==> src/rtl/lfsr_rand_gen.sv <==
// XNOR Fibonacci LFSR pseudo-random generator.
// Built-in maximal-length tap table for widths 3..32. Advances BITS_PER_CYCLE
// steps per enabled clock. Never loads the all-ones lock-up seed. Gives a
// registered pulse each time the sequence passes its start value.
// Optional build macro LFSR_RANGE_EN adds a two-stage bounded-range sampler
// that maps the current state into 0..i_Range_Max.
module lfsr_rand_gen #(
  parameter int NUM_BITS       = 16,
  parameter int BITS_PER_CYCLE = 1
) (
  input  logic                i_Clk,
  input  logic                i_Rst_L,
  input  logic                i_Enable,
  input  logic                i_Seed_DV,
  input  logic [NUM_BITS-1:0] i_Seed_Data,
`ifdef LFSR_RANGE_EN
  input  logic                i_Range_Req,
  input  logic [NUM_BITS-1:0] i_Range_Max,
  output logic [NUM_BITS-1:0] o_Range_Data,
  output logic                o_Range_DV,
  output logic                o_Range_Busy,
`endif
  output logic [NUM_BITS-1:0] o_LFSR_Data,
  output logic                o_LFSR_Done,
  output logic                o_Seed_Err
);

  if (NUM_BITS < 3 || NUM_BITS > 32) begin : g_bad_width
    $error("lfsr_rand_gen: NUM_BITS must be 3..32");
  end
  if (BITS_PER_CYCLE < 1 || BITS_PER_CYCLE > NUM_BITS) begin : g_bad_step
    $error("lfsr_rand_gen: BITS_PER_CYCLE must be 1..NUM_BITS");
  end

  // Tap mask: bit k-1 is set for tap k. Values come from the XAPP052
  // maximal-length table.
  function automatic logic [31:0] tap_mask(input int n);
    logic [31:0] m;
    case (n)
      3:  m = (32'h1 << 2)  | (32'h1 << 1);
      4:  m = (32'h1 << 3)  | (32'h1 << 2);
      5:  m = (32'h1 << 4)  | (32'h1 << 2);
      6:  m = (32'h1 << 5)  | (32'h1 << 4);
      7:  m = (32'h1 << 6)  | (32'h1 << 5);
      8:  m = (32'h1 << 7)  | (32'h1 << 5)  | (32'h1 << 4) | (32'h1 << 3);
      9:  m = (32'h1 << 8)  | (32'h1 << 4);
      10: m = (32'h1 << 9)  | (32'h1 << 6);
      11: m = (32'h1 << 10) | (32'h1 << 8);
      12: m = (32'h1 << 11) | (32'h1 << 5)  | (32'h1 << 3) | (32'h1 << 0);
      13: m = (32'h1 << 12) | (32'h1 << 3)  | (32'h1 << 2) | (32'h1 << 0);
      14: m = (32'h1 << 13) | (32'h1 << 4)  | (32'h1 << 2) | (32'h1 << 0);
      15: m = (32'h1 << 14) | (32'h1 << 13);
      16: m = (32'h1 << 15) | (32'h1 << 14) | (32'h1 << 12) | (32'h1 << 3);
      17: m = (32'h1 << 16) | (32'h1 << 13);
      18: m = (32'h1 << 17) | (32'h1 << 10);
      19: m = (32'h1 << 18) | (32'h1 << 5)  | (32'h1 << 1) | (32'h1 << 0);
      20: m = (32'h1 << 19) | (32'h1 << 16);
      21: m = (32'h1 << 20) | (32'h1 << 18);
      22: m = (32'h1 << 21) | (32'h1 << 20);
      23: m = (32'h1 << 22) | (32'h1 << 17);
      24: m = (32'h1 << 23) | (32'h1 << 22) | (32'h1 << 21) | (32'h1 << 16);
      25: m = (32'h1 << 24) | (32'h1 << 21);
      26: m = (32'h1 << 25) | (32'h1 << 5)  | (32'h1 << 1) | (32'h1 << 0);
      27: m = (32'h1 << 26) | (32'h1 << 4)  | (32'h1 << 1) | (32'h1 << 0);
      28: m = (32'h1 << 27) | (32'h1 << 24);
      29: m = (32'h1 << 28) | (32'h1 << 26);
      30: m = (32'h1 << 29) | (32'h1 << 5)  | (32'h1 << 3) | (32'h1 << 0);
      31: m = (32'h1 << 30) | (32'h1 << 27);
      32: m = (32'h1 << 31) | (32'h1 << 21) | (32'h1 << 1) | (32'h1 << 0);
      default: m = (32'h1 << 2) | (32'h1 << 1);
    endcase
    return m;
  endfunction

  localparam logic [31:0]         TAP32 = tap_mask(NUM_BITS);
  localparam logic [NUM_BITS-1:0] TAPS  = TAP32[NUM_BITS-1:0];

  // Single XNOR step. Feedback goes in at the LSB, so all-zeros moves on
  // and all-ones maps back to itself.
  function automatic logic [NUM_BITS-1:0] step(input logic [NUM_BITS-1:0] s);
    return {s[NUM_BITS-2:0], ~^(s & TAPS)};
  endfunction

  logic [NUM_BITS-1:0] lfsr_q, lfsr_d;
  logic [NUM_BITS-1:0] start_q, start_d;
  logic                done_q, done_d;
  logic                err_q, err_d;

  // Unrolled multi-step advance. Flags a pass through the start value at any
  // of the intermediate states.
  always_comb begin
    logic [NUM_BITS-1:0] st;
    logic                hit;
    st      = lfsr_q;
    hit     = 1'b0;
    for (int i = 0; i < BITS_PER_CYCLE; i++) begin
      st = step(st);
      if (st == start_q) hit = 1'b1;
    end
    lfsr_d  = lfsr_q;
    start_d = start_q;
    done_d  = 1'b0;
    err_d   = 1'b0;
    if (i_Seed_DV) begin
      if (&i_Seed_Data) begin
        lfsr_d  = '0;
        start_d = '0;
        err_d   = 1'b1;
      end else begin
        lfsr_d  = i_Seed_Data;
        start_d = i_Seed_Data;
      end
    end else if (i_Enable) begin
      lfsr_d = st;
      done_d = hit;
    end
  end

  // Core state registers.
  always_ff @(posedge i_Clk or negedge i_Rst_L) begin
    if (!i_Rst_L) begin
      lfsr_q  <= '0;
      start_q <= '0;
      done_q  <= 1'b0;
      err_q   <= 1'b0;
    end else begin
      lfsr_q  <= lfsr_d;
      start_q <= start_d;
      done_q  <= done_d;
      err_q   <= err_d;
    end
  end

  assign o_LFSR_Data = lfsr_q;
  assign o_LFSR_Done = done_q;
  assign o_Seed_Err  = err_q;

`ifdef LFSR_RANGE_EN
  logic [NUM_BITS-1:0] snap_q, max_q, rdata_q;
  logic [2*NUM_BITS:0] prod_q;
  logic                busy_q, s1_q, s2_q, rdv_q;
  logic [2*NUM_BITS:0] prod_w;

  // Scale the snapshot by (max+1). The top NUM_BITS bits of that product
  // give a value in 0..max.
  assign prod_w = {{(NUM_BITS+1){1'b0}}, snap_q} *
                  {{NUM_BITS{1'b0}}, ({1'b0, max_q} + 1'b1)};

  // Sampler pipeline: accept, multiply, then shift out. Only one sample is
  // in flight at a time.
  always_ff @(posedge i_Clk or negedge i_Rst_L) begin
    if (!i_Rst_L) begin
      snap_q  <= '0;
      max_q   <= '0;
      prod_q  <= '0;
      rdata_q <= '0;
      busy_q  <= 1'b0;
      s1_q    <= 1'b0;
      s2_q    <= 1'b0;
      rdv_q   <= 1'b0;
    end else begin
      rdv_q <= 1'b0;
      s1_q  <= 1'b0;
      s2_q  <= s1_q;
      if (i_Range_Req && !busy_q) begin
        snap_q <= lfsr_q;
        max_q  <= i_Range_Max;
        busy_q <= 1'b1;
        s1_q   <= 1'b1;
      end
      if (s1_q) prod_q <= prod_w;
      if (s2_q) begin
        rdata_q <= NUM_BITS'(prod_q >> NUM_BITS);
        rdv_q   <= 1'b1;
        busy_q  <= 1'b0;
      end
    end
  end

  assign o_Range_Data = rdata_q;
  assign o_Range_DV   = rdv_q;
  assign o_Range_Busy = busy_q;
`endif

endmodule

==> config.mk <==
export PLATFORM = sky130hd
export DESIGN_NAME = lfsr_rand_gen
export DESIGN_NICKNAME = d
export VERILOG_FILES = /design/src/rtl/lfsr_rand_gen.sv
export SDC_FILE = /design/constraint.sdc
export NUM_CORES = 1
export LEC_CHECK = 0
export ABC_AREA = 1
export BUFFER_PORTS_ARGS = -buffer_cell sky130_fd_sc_hd__buf_4
export CORE_MARGIN = 2
export CORE_UTILIZATION = 25
export DETAILED_ROUTE_END_ITERATION = 10
export PLACE_DENSITY_LB_ADDON = 0.3
export SETUP_SLACK_MARGIN = 0.3
export SLEW_MARGIN = 20
export SYNTH_ARGS = -nofsm -noshare
export SYNTH_HDL_FRONTEND = slang
export SYNTH_SLANG_ARGS = --single-unit
==> constraint.sdc <==
create_clock -name i_Clk -period 1.5 [get_ports i_Clk]
set_clock_uncertainty 0.2 [all_clocks]
set_input_delay 0.225 -clock i_Clk [delete_from_list [all_inputs] [get_ports i_Clk]]
set_output_delay 0.225 -clock i_Clk [all_outputs]
set_load 0.01 [all_outputs]
==> metrics.txt, run 1 <==
# TYPE chip_impl_metric gauge
chip_impl_metric{name="io_pins",unit=""} 38
chip_impl_info{name="run_status",value="completed"} 1
chip_impl_info{name="synthMostInstantiatedCell",value="sky130_fd_sc_hd__nand2_1"} 1
chip_impl_metric{name="ff_latch_area",unit="um2"} 858
chip_impl_metric{name="ys_async_rst_share",unit="%"} 100
chip_impl_metric{name="synth_top_cell_area_share",unit="%"} 46.2
chip_impl_metric{name="setup_tns",unit="ns"} 0
chip_impl_metric{name="detailroute.via_count",unit=""} 1664
chip_impl_metric{name="die_area",unit="um2"} 8070
chip_impl_metric{name="post-place-ws",unit="ns"} 0.0695
chip_impl_info{name="postSynth.topFlopCell",value="sky130_fd_sc_hd__dfrtp_1"} 1
chip_impl_metric{name="numPortBuffers",unit=""} 37
chip_impl_info{name="post_synth_main_area_contributors",value="sky130_fd_sc_hd__dfrtp_1 (46%), sky130_fd_sc_hd__nand2_1 (11%), sky130_fd_sc_hd__nor2_1 (6.1%), sky130_fd_sc_hd__nand3_2 (5.4%), sky130_fd_sc_hd__o21ai_0 (5.4%)"} 1
chip_impl_metric{name="muxShareOfSynthArea",unit="%"} 0
chip_impl_metric{name="timing_hold_violations_final",unit=""} 0
chip_impl_metric{name="yosysWarningCount",unit=""} 0
chip_impl_metric{name="power.ir.vdd_worst",unit="mV"} 0.384
chip_impl_metric{name="detailed_place_hpwl",unit="um"} 3750
chip_impl_info{name="rsz0062_at_grt",value="yes"} 1
chip_impl_info{name="clk_root_buffer_cell",value="sky130_fd_sc_hd__clkbuf_8"} 1
chip_impl_metric{name="grt.overflow.total",unit=""} 0
chip_impl_metric{name="number_of_global_route_vias_before_repair",unit=""} 1726
chip_impl_metric{name="critPathMaxStageDelay",unit="ns"} 0.42
chip_impl_metric{name="drive_above_1_share",unit="%"} 35.6
chip_impl_metric{name="worstPathRequired",unit="ns"} 1.07
chip_impl_metric{name="drtIter0Drc",unit=""} 59
chip_impl_metric{name="worstPathBufferInverterCount",unit=""} 2
chip_impl_metric{name="effective_utilization_at_floorplan",unit="%"} 25.5
chip_impl_info{name="tritoncts",value="yes"} 1
chip_impl_metric{name="tightestPinTransition",unit="ns"} 0.535
chip_impl_metric{name="routed_wire_length_per_instance",unit="um"} 13.4
chip_impl_metric{name="worst_r2r_path_depth",unit=""} 7
chip_impl_metric{name="max-cap-violations",unit=""} 0
chip_impl_info{name="critical_path.slowest_cell",value="sky130_fd_sc_hd__dfrtp_1"} 1
chip_impl_metric{name="antenna_left",unit=""} 0
chip_impl_metric{name="gp_congestion",unit=""} 0.794
chip_impl_metric{name="grt_antenna_before_repair",unit=""} 0
chip_impl_metric{name="synth_seq_cells",unit=""} 34
chip_impl_metric{name="post-route-cell-area",unit="um2"} 2550
chip_impl_metric{name="avgViaCountPerCell",unit=""} 4.34
chip_impl_metric{name="pwr_density_cell",unit="nW/um2"} 972
chip_impl_metric{name="crit_cells",unit=""} 2
chip_impl_info{name="synth_top_cell_by_area",value="sky130_fd_sc_hd__dfrtp_1"} 1
chip_impl_metric{name="area_taken_by_multi_input_logic_gates",unit="um2"} 868
chip_impl_metric{name="drt-pass1-iter-count",unit=""} 4
chip_impl_metric{name="clkLatencyLatePin",unit="ns"} 0.29
chip_impl_metric{name="syn-mean-instance-area",unit="um2"} 8.08
chip_impl_metric{name="grt_pass1_wl",unit="um"} 8500
chip_impl_metric{name="area_fraction_in_and_or_nand_and_nor_cells_after_synthesis",unit="%"} 28.2
chip_impl_info{name="family_with_the_most_delay_on_the_worst_path",value="flip-flops"} 1
chip_impl_metric{name="grt_start_max_net_pins",unit=""} 35
chip_impl_metric{name="final.fill_count",unit=""} 791
chip_impl_info{name="worstPathCellList",value="buf_4 -> buf_4"} 1
chip_impl_metric{name="area_overhead_vs_synth",unit="%"} 38.4
chip_impl_metric{name="worst_slack",unit="ns"} 0.0976
chip_impl_metric{name="clock_tree.buffer_depth",unit=""} 2
chip_impl_metric{name="numPlacedInstances",unit=""} 363
chip_impl_metric{name="synth_compound_gate_area_share",unit="%"} 14.1
chip_impl_metric{name="htree_levels",unit=""} 2
chip_impl_metric{name="slew_headroom",unit="%"} 64.3
chip_impl_metric{name="cts_inserted_buffers",unit=""} 5
chip_impl_metric{name="total_leakage_power",unit="nW"} 1.25
chip_impl_metric{name="core_area",unit="um2"} 7210
chip_impl_info{name="critical_path.most_common_cell",value="sky130_fd_sc_hd__buf_4"} 1
chip_impl_metric{name="finalSetupViolCount",unit=""} 0
chip_impl_metric{name="clkTransAtPathRegs",unit="ns"} 0.07
chip_impl_metric{name="drt-total-wl",unit="um"} 5120
chip_impl_metric{name="finalNonFillerCells",unit=""} 383
chip_impl_info{name="worstSetupEndpointType",value="output port"} 1
chip_impl_info{name="hold_path.class",value="input pin to flop"} 1
chip_impl_metric{name="num_antenna_cells",unit=""} 0
chip_impl_metric{name="synth_xor_xnor_area_share",unit="%"} 3.80
chip_impl_metric{name="yosys.area_share.adder",unit="%"} 0
chip_impl_metric{name="synth-seq-area-share",unit="%"} 46.2
chip_impl_metric{name="critical_path_peak_fanout",unit=""} 4
chip_impl_info{name="synth.cells.most_frequent",value="sky130_fd_sc_hd__nand2_1 (56), sky130_fd_sc_hd__dfrtp_1 (34), sky130_fd_sc_hd__nor2_1 (30)"} 1
chip_impl_metric{name="groute.usage.overall",unit="%"} 13.3
chip_impl_metric{name="height_of_the_chip",unit="um"} 89.9
chip_impl_metric{name="post_place_instance_area",unit="um2"} 2260
chip_impl_metric{name="final_nets",unit=""} 303
chip_impl_metric{name="drv_slew",unit=""} 0
chip_impl_metric{name="clock_sink_count",unit=""} 34
chip_impl_info{name="crit_path_start_kind",value="flop"} 1
chip_impl_metric{name="fin_worst_hold_slack",unit="ns"} 0.0127
chip_impl_metric{name="whs_path_depth",unit=""} 3
chip_impl_metric{name="synth_area",unit="um2"} 1840
chip_impl_metric{name="min_period_over_period",unit="%"} 93.5
chip_impl_metric{name="fmaxAchievable",unit="GHz"} 0.713
chip_impl_metric{name="synthesis.instances",unit=""} 228
chip_impl_metric{name="post_synth_num_cell_types",unit=""} 22
chip_impl_metric{name="post-route-min-period",unit="ns"} 1.40
chip_impl_metric{name="cp.arrival",unit="ns"} 0.98
chip_impl_info{name="critical_path_class",value="flop to output port"} 1
chip_impl_metric{name="synth_edf_count",unit=""} 0
chip_impl_metric{name="synth.net_count",unit=""} 248
chip_impl_metric{name="remaining_drc_errors",unit=""} 0
chip_impl_info{name="synth_top_family_by_area",value="simple AND/OR/NAND/NOR gates"} 1
chip_impl_metric{name="row_count",unit=""} 31
chip_impl_metric{name="chip_width",unit="um"} 89.9
## logic make-up after synthesis
logic type	count (synthesis)
DFF	34
and+or+nand+nor	113
xor gates and xnor gates	8
AOI/OAI and AO/OA	42
buffers and inverters	31
## worst paths after layout
path / start / to / slack [ns]
max: o_LFSR_Data[10]$_DFFE_PN0P_ / o_LFSR_Data[10] / 0.1
min: i_Seed_Data[8] / start_q[8]$_DFFE_PN0P_ / 0.01
max reg2reg: o_LFSR_Data[14]$_DFFE_PN0P_ / o_LFSR_Done$_DFF_PN0_ / 0.14
min reg2reg: start_q[3]$_DFFE_PN0P_ / start_q[3]$_DFFE_PN0P_ / 0.30
max in group asynchronous: i_Rst_L / o_LFSR_Data[7]$_DFFE_PN0P_ / 0.52
min in group asynchronous: i_Rst_L / o_LFSR_Data[2]$_DFFE_PN0P_ / 0.23
## cell type report
| class | count | area share, % |
|---|---|---|
| Clock buffer | 8 | 4.32 |
| Multi-Input combinational cell | 163 | 34.0 |
| Timing Repair Buffer | 56 | 19.8 |
| Inverter | 23 | 3.38 |
| Sequential cell | 34 | 33.6 |
| Tap cell | 99 | 4.86 |
## flip-flops by register name, summed over array words and instances, names as in the netlist
name / count
o_LFSR_Data: 16
o_LFSR_Done: 1
o_Seed_Err: 1
start_q: 16
## power breakdown
| part | switching [mW] | internal [mW] | total [mW] |
|---|---|---|---|
| clock | 0.338 | 0.464 | 0.801 |
| sequential | 0.0981 | 1.01 | 1.10 |
| combinational | 0.294 | 0.281 | 0.575 |
| total | 0.730 | 1.75 | 2.48 |
## stage by stage
stage | power [mW] | util [%]
final | 2.48 | 35.4
after global routing | 2.63 | 35.4
after CTS | 2.49 | 34.9
after detailed placement | 1.61 | 31.3
after global placement | 1.61 | 31.3
after floorplan | 1.38 | -
## layer usage
metal / up-vias / GRT usage, % / wire (um)
met2: 34 / 21.6 / 2400
li1: 841 / - / -
met1: 784 / 17.3 / 2460
met5: - / 0 / 0
met3: 5 / 4.27 / 229
met4: 0 / 3.08 / 29
## layout by cell type, fill, tap and decap left out, drive strengths merged, types with 3 or more instances in the layout
cell and count:
a21oi 14, buf 53, clkbuf 8, dfrtp 34, dlygate4sd3 3, inv 23
nand2 57, nand3 21, nor2 32, o21ai 28, xor2 8
## tightest hold or removal path, stage by stage
cell,delay (ns)
sky130_fd_sc_hd__buf_4,0.09
sky130_fd_sc_hd__nand3_2,0.09
sky130_fd_sc_hd__o21ai_2,0.06
## what timing repair did
action                                  4_1_cts  5_1_grt
pin swaps                                     2        2
endpoints found under the setup margin       20       24
endpoints found under the hold margin        36        0
gates resized for setup                      19       12
hold buffers                                  3        0
buffers inserted                              8        1
No activity file was read; power rests on OpenSTA's default activity.
==> run 2: changes to the inputs <==
--- a/config.mk
+++ b/config.mk
@@ -8,7 +8,7 @@
 export ABC_AREA = 1
 export BUFFER_PORTS_ARGS = -buffer_cell sky130_fd_sc_hd__buf_4
 export CORE_MARGIN = 2
-export CORE_UTILIZATION = 25
+export CORE_UTILIZATION = 37
 export DETAILED_ROUTE_END_ITERATION = 10
 export PLACE_DENSITY_LB_ADDON = 0.3
 export SETUP_SLACK_MARGIN = 0.3
==> run 2 against run 1 <==
Power down 4.8%. Utilization up 18 points. First-iteration DRC count rose to 2.5 times the previous value. Via count up 4.3%. Maximum frequency down 0.74%. Critical endpoint is now o_LFSR_Data[3]. Largest cell class unchanged. Largest power group unchanged.
==> metrics.txt, run 2 (synthesized netlist as in run 1, its figures left out) <==
# TYPE chip_impl_metric gauge
chip_impl_metric{name="p_int",unit="mW"} 1.65
chip_impl_metric{name="avgViaCountPerCell",unit=""} 4.92
chip_impl_metric{name="chip_width",unit="um"} 74.6
chip_impl_metric{name="timing_hold_violations_final",unit=""} 0
chip_impl_metric{name="drt-pass1-iter-count",unit=""} 4
chip_impl_metric{name="power.share.sequential",unit="%"} 46.5
chip_impl_metric{name="drtIter0Drc",unit=""} 150
chip_impl_metric{name="detailed_place_hpwl",unit="um"} 3330
chip_impl_metric{name="numPortBuffers",unit=""} 37
chip_impl_metric{name="whs_path_depth",unit=""} 3
chip_impl_metric{name="io_pins",unit=""} 38
chip_impl_metric{name="clkTransAtPathRegs",unit="ns"} 0.07
chip_impl_info{name="worstHoldStart",value="i_Seed_Data[4]"} 1
chip_impl_info{name="final_common_cell",value="sky130_fd_sc_hd__nand2_1"} 1
chip_impl_metric{name="max-cap-violations",unit=""} 0
chip_impl_metric{name="setup_tns",unit="ns"} 0
chip_impl_info{name="clk_root_buffer_cell",value="sky130_fd_sc_hd__clkbuf_8"} 1
chip_impl_metric{name="fmaxAchievable",unit="GHz"} 0.708
chip_impl_metric{name="post_place_instance_area",unit="um2"} 2180
chip_impl_metric{name="rrSetupSlack",unit="ns"} 0.17
chip_impl_metric{name="num_antenna_cells",unit=""} 0
chip_impl_info{name="min_delay_worst_endpoint",value="start_q[4]$_DFFE_PN0P_"} 1
chip_impl_metric{name="die_area",unit="um2"} 5560
chip_impl_metric{name="critical_path_peak_fanout",unit=""} 5
chip_impl_metric{name="power.total",unit="mW"} 2.36
chip_impl_info{name="r2r-start",value="o_LFSR_Data[14]$_DFFE_PN0P_"} 1
chip_impl_metric{name="effective_utilization_at_floorplan",unit="%"} 38.8
chip_impl_metric{name="post-route-min-period",unit="ns"} 1.41
chip_impl_info{name="run_status",value="completed"} 1
chip_impl_metric{name="remaining_drc_errors",unit=""} 0
chip_impl_metric{name="finalSetupViolCount",unit=""} 0
chip_impl_metric{name="grt.overflow.total",unit=""} 0
chip_impl_metric{name="area_overhead_vs_synth",unit="%"} 36.9
chip_impl_metric{name="drt-total-wl",unit="um"} 4840
chip_impl_info{name="tritoncts",value="yes"} 1
chip_impl_metric{name="drive_above_1_share",unit="%"} 36.4
chip_impl_metric{name="total_leakage_power",unit="nW"} 1.28
chip_impl_metric{name="routed_wire_length_per_instance",unit="um"} 13.7
chip_impl_metric{name="height_of_the_chip",unit="um"} 74.6
chip_impl_metric{name="clock_power_share",unit="%"} 27.4
chip_impl_metric{name="cts_inserted_buffers",unit=""} 5
chip_impl_metric{name="drv_slew",unit=""} 0
chip_impl_info{name="critical_path_class",value="flop to output port"} 1
chip_impl_metric{name="row_count",unit=""} 25
chip_impl_metric{name="power.ir.vdd_worst",unit="mV"} 0.425
chip_impl_metric{name="core_area",unit="um2"} 4750
chip_impl_metric{name="pwr_density_cell",unit="nW/um2"} 936
chip_impl_info{name="hold_path.class",value="input pin to flop"} 1
chip_impl_metric{name="worstPathRequired",unit="ns"} 1.07
chip_impl_metric{name="worst_r2r_path_depth",unit=""} 7
chip_impl_metric{name="utilization",unit="%"} 53.1
chip_impl_metric{name="clock_tree.buffer_depth",unit=""} 2
chip_impl_metric{name="final_nets",unit=""} 305
chip_impl_metric{name="post-route-cell-area",unit="um2"} 2520
chip_impl_metric{name="number_of_global_route_vias_before_repair",unit=""} 1641
chip_impl_metric{name="grt_start_max_net_pins",unit=""} 35
chip_impl_info{name="rsz0062_at_grt",value="yes"} 1
chip_impl_info{name="worstSetupEndpointType",value="output port"} 1
chip_impl_metric{name="htree_levels",unit=""} 2
chip_impl_metric{name="slew_headroom",unit="%"} 61.4
chip_impl_metric{name="min_period_over_period",unit="%"} 94.2
chip_impl_metric{name="grt_antenna_before_repair",unit=""} 0
chip_impl_metric{name="clkLatencyLatePin",unit="ns"} 0.29
chip_impl_metric{name="tightestPinTransition",unit="ns"} 0.578
chip_impl_metric{name="clock_sink_count",unit=""} 34
chip_impl_metric{name="cp.arrival",unit="ns"} 0.99
chip_impl_metric{name="detailroute.via_count",unit=""} 1736
chip_impl_info{name="crit-reg2reg-capture",value="o_LFSR_Done$_DFF_PN0_"} 1
chip_impl_metric{name="grt_pass1_wl",unit="um"} 7970
chip_impl_info{name="crit_path_start_kind",value="flop"} 1
chip_impl_metric{name="antenna_left",unit=""} 0
chip_impl_metric{name="groute.usage.overall",unit="%"} 19.7
chip_impl_info{name="layout_common_cells",value="sky130_fd_sc_hd__nand2_1 (55), sky130_fd_sc_hd__buf_4 (33), sky130_fd_sc_hd__dfrtp_1 (28), sky130_fd_sc_hd__nor2_1 (26), sky130_fd_sc_hd__buf_6 (21)"} 1
chip_impl_metric{name="share_comb_of_total_power",unit="%"} 26.2
chip_impl_metric{name="sw_frac_of_total",unit="%"} 30.2
chip_impl_metric{name="net-switching-power",unit="uW"} 714
chip_impl_metric{name="gp_congestion",unit=""} 0.824
==> run 2: power groups by stage <==
stage / Clock, mW / Sequential, mW / Combinational, mW
after floorplan: 0 / 1.11 / 0.266
after global placement: 0 / 1.11 / 0.485
after detailed placement: 0 / 1.11 / 0.487
after CTS: 0.661 / 1.10 / 0.569
after global routing: 0.718 / 1.11 / 0.690
final: 0.646 / 1.10 / 0.618
==> run 2: stage by stage <==
stage          hold slack, ns  setup slack, ns  instances
6_report               0.0108           0.0872        353
5_1_grt                0.0109           0.0251        353
4_1_cts               0.00179            0.151        346
3_5_place_dp          0.00428          -0.0175        326
3_3_place_gp          0.00830        -0.000488        326
2_1_floorplan          -0.271            0.252        228
==> run 2: cell type report <==
class	instances	area [um2]
multi-input combinational	164	890
timing repair buffer	57	524
clock buffer	8	80.1
inverter	23	86.3
sequential	34	858
tap	67	83.8
fill	470	2230
==> run 2: worst max-delay path: stages, from the launching register on <==
cell                      delay [ns]
sky130_fd_sc_hd__dfrtp_2        0.46
sky130_fd_sc_hd__buf_6          0.14
sky130_fd_sc_hd__buf_6          0.11
==> run 2: worst max-delay path by stage <==
stage               slack, ns                          end                   startpoint
global route             0.03        o_LFSR_Done$_DFF_PN0_   o_LFSR_Data[8]$_DFFE_PN0P_
finish                   0.09               o_LFSR_Data[3]   o_LFSR_Data[3]$_DFFE_PN0P_
detailed placement      -0.02  o_LFSR_Data[10]$_DFFE_PN0P_               i_Seed_Data[3]
CTS                      0.15        o_LFSR_Done$_DFF_PN0_  o_LFSR_Data[12]$_DFFE_PN0P_
floorplan                0.25        o_LFSR_Done$_DFF_PN0_  o_LFSR_Data[12]$_DFFE_PN0P_
global placement      -0.0005  o_LFSR_Data[10]$_DFFE_PN0P_               i_Seed_Data[3]
==> run 2: per-layer routing <==
layer  vias to the layer above  track usage [%]  routed length, um
li1                        847                -                  -
met1                       815             27.2               2170
met2                        69             30.5               2300
met3                         5             4.61                312
met4                         0             6.55                 63
met5                         -                0                  0
==> run 2: repair_timing <==
action,in CTS,in global routing
gates resized for setup,19,20
buffers inserted,10,6
pin swaps,0,6
endpoints found under the setup margin,21,27
hold buffers,2,0
hold endpoints to repair,36,0
cloned,0,1
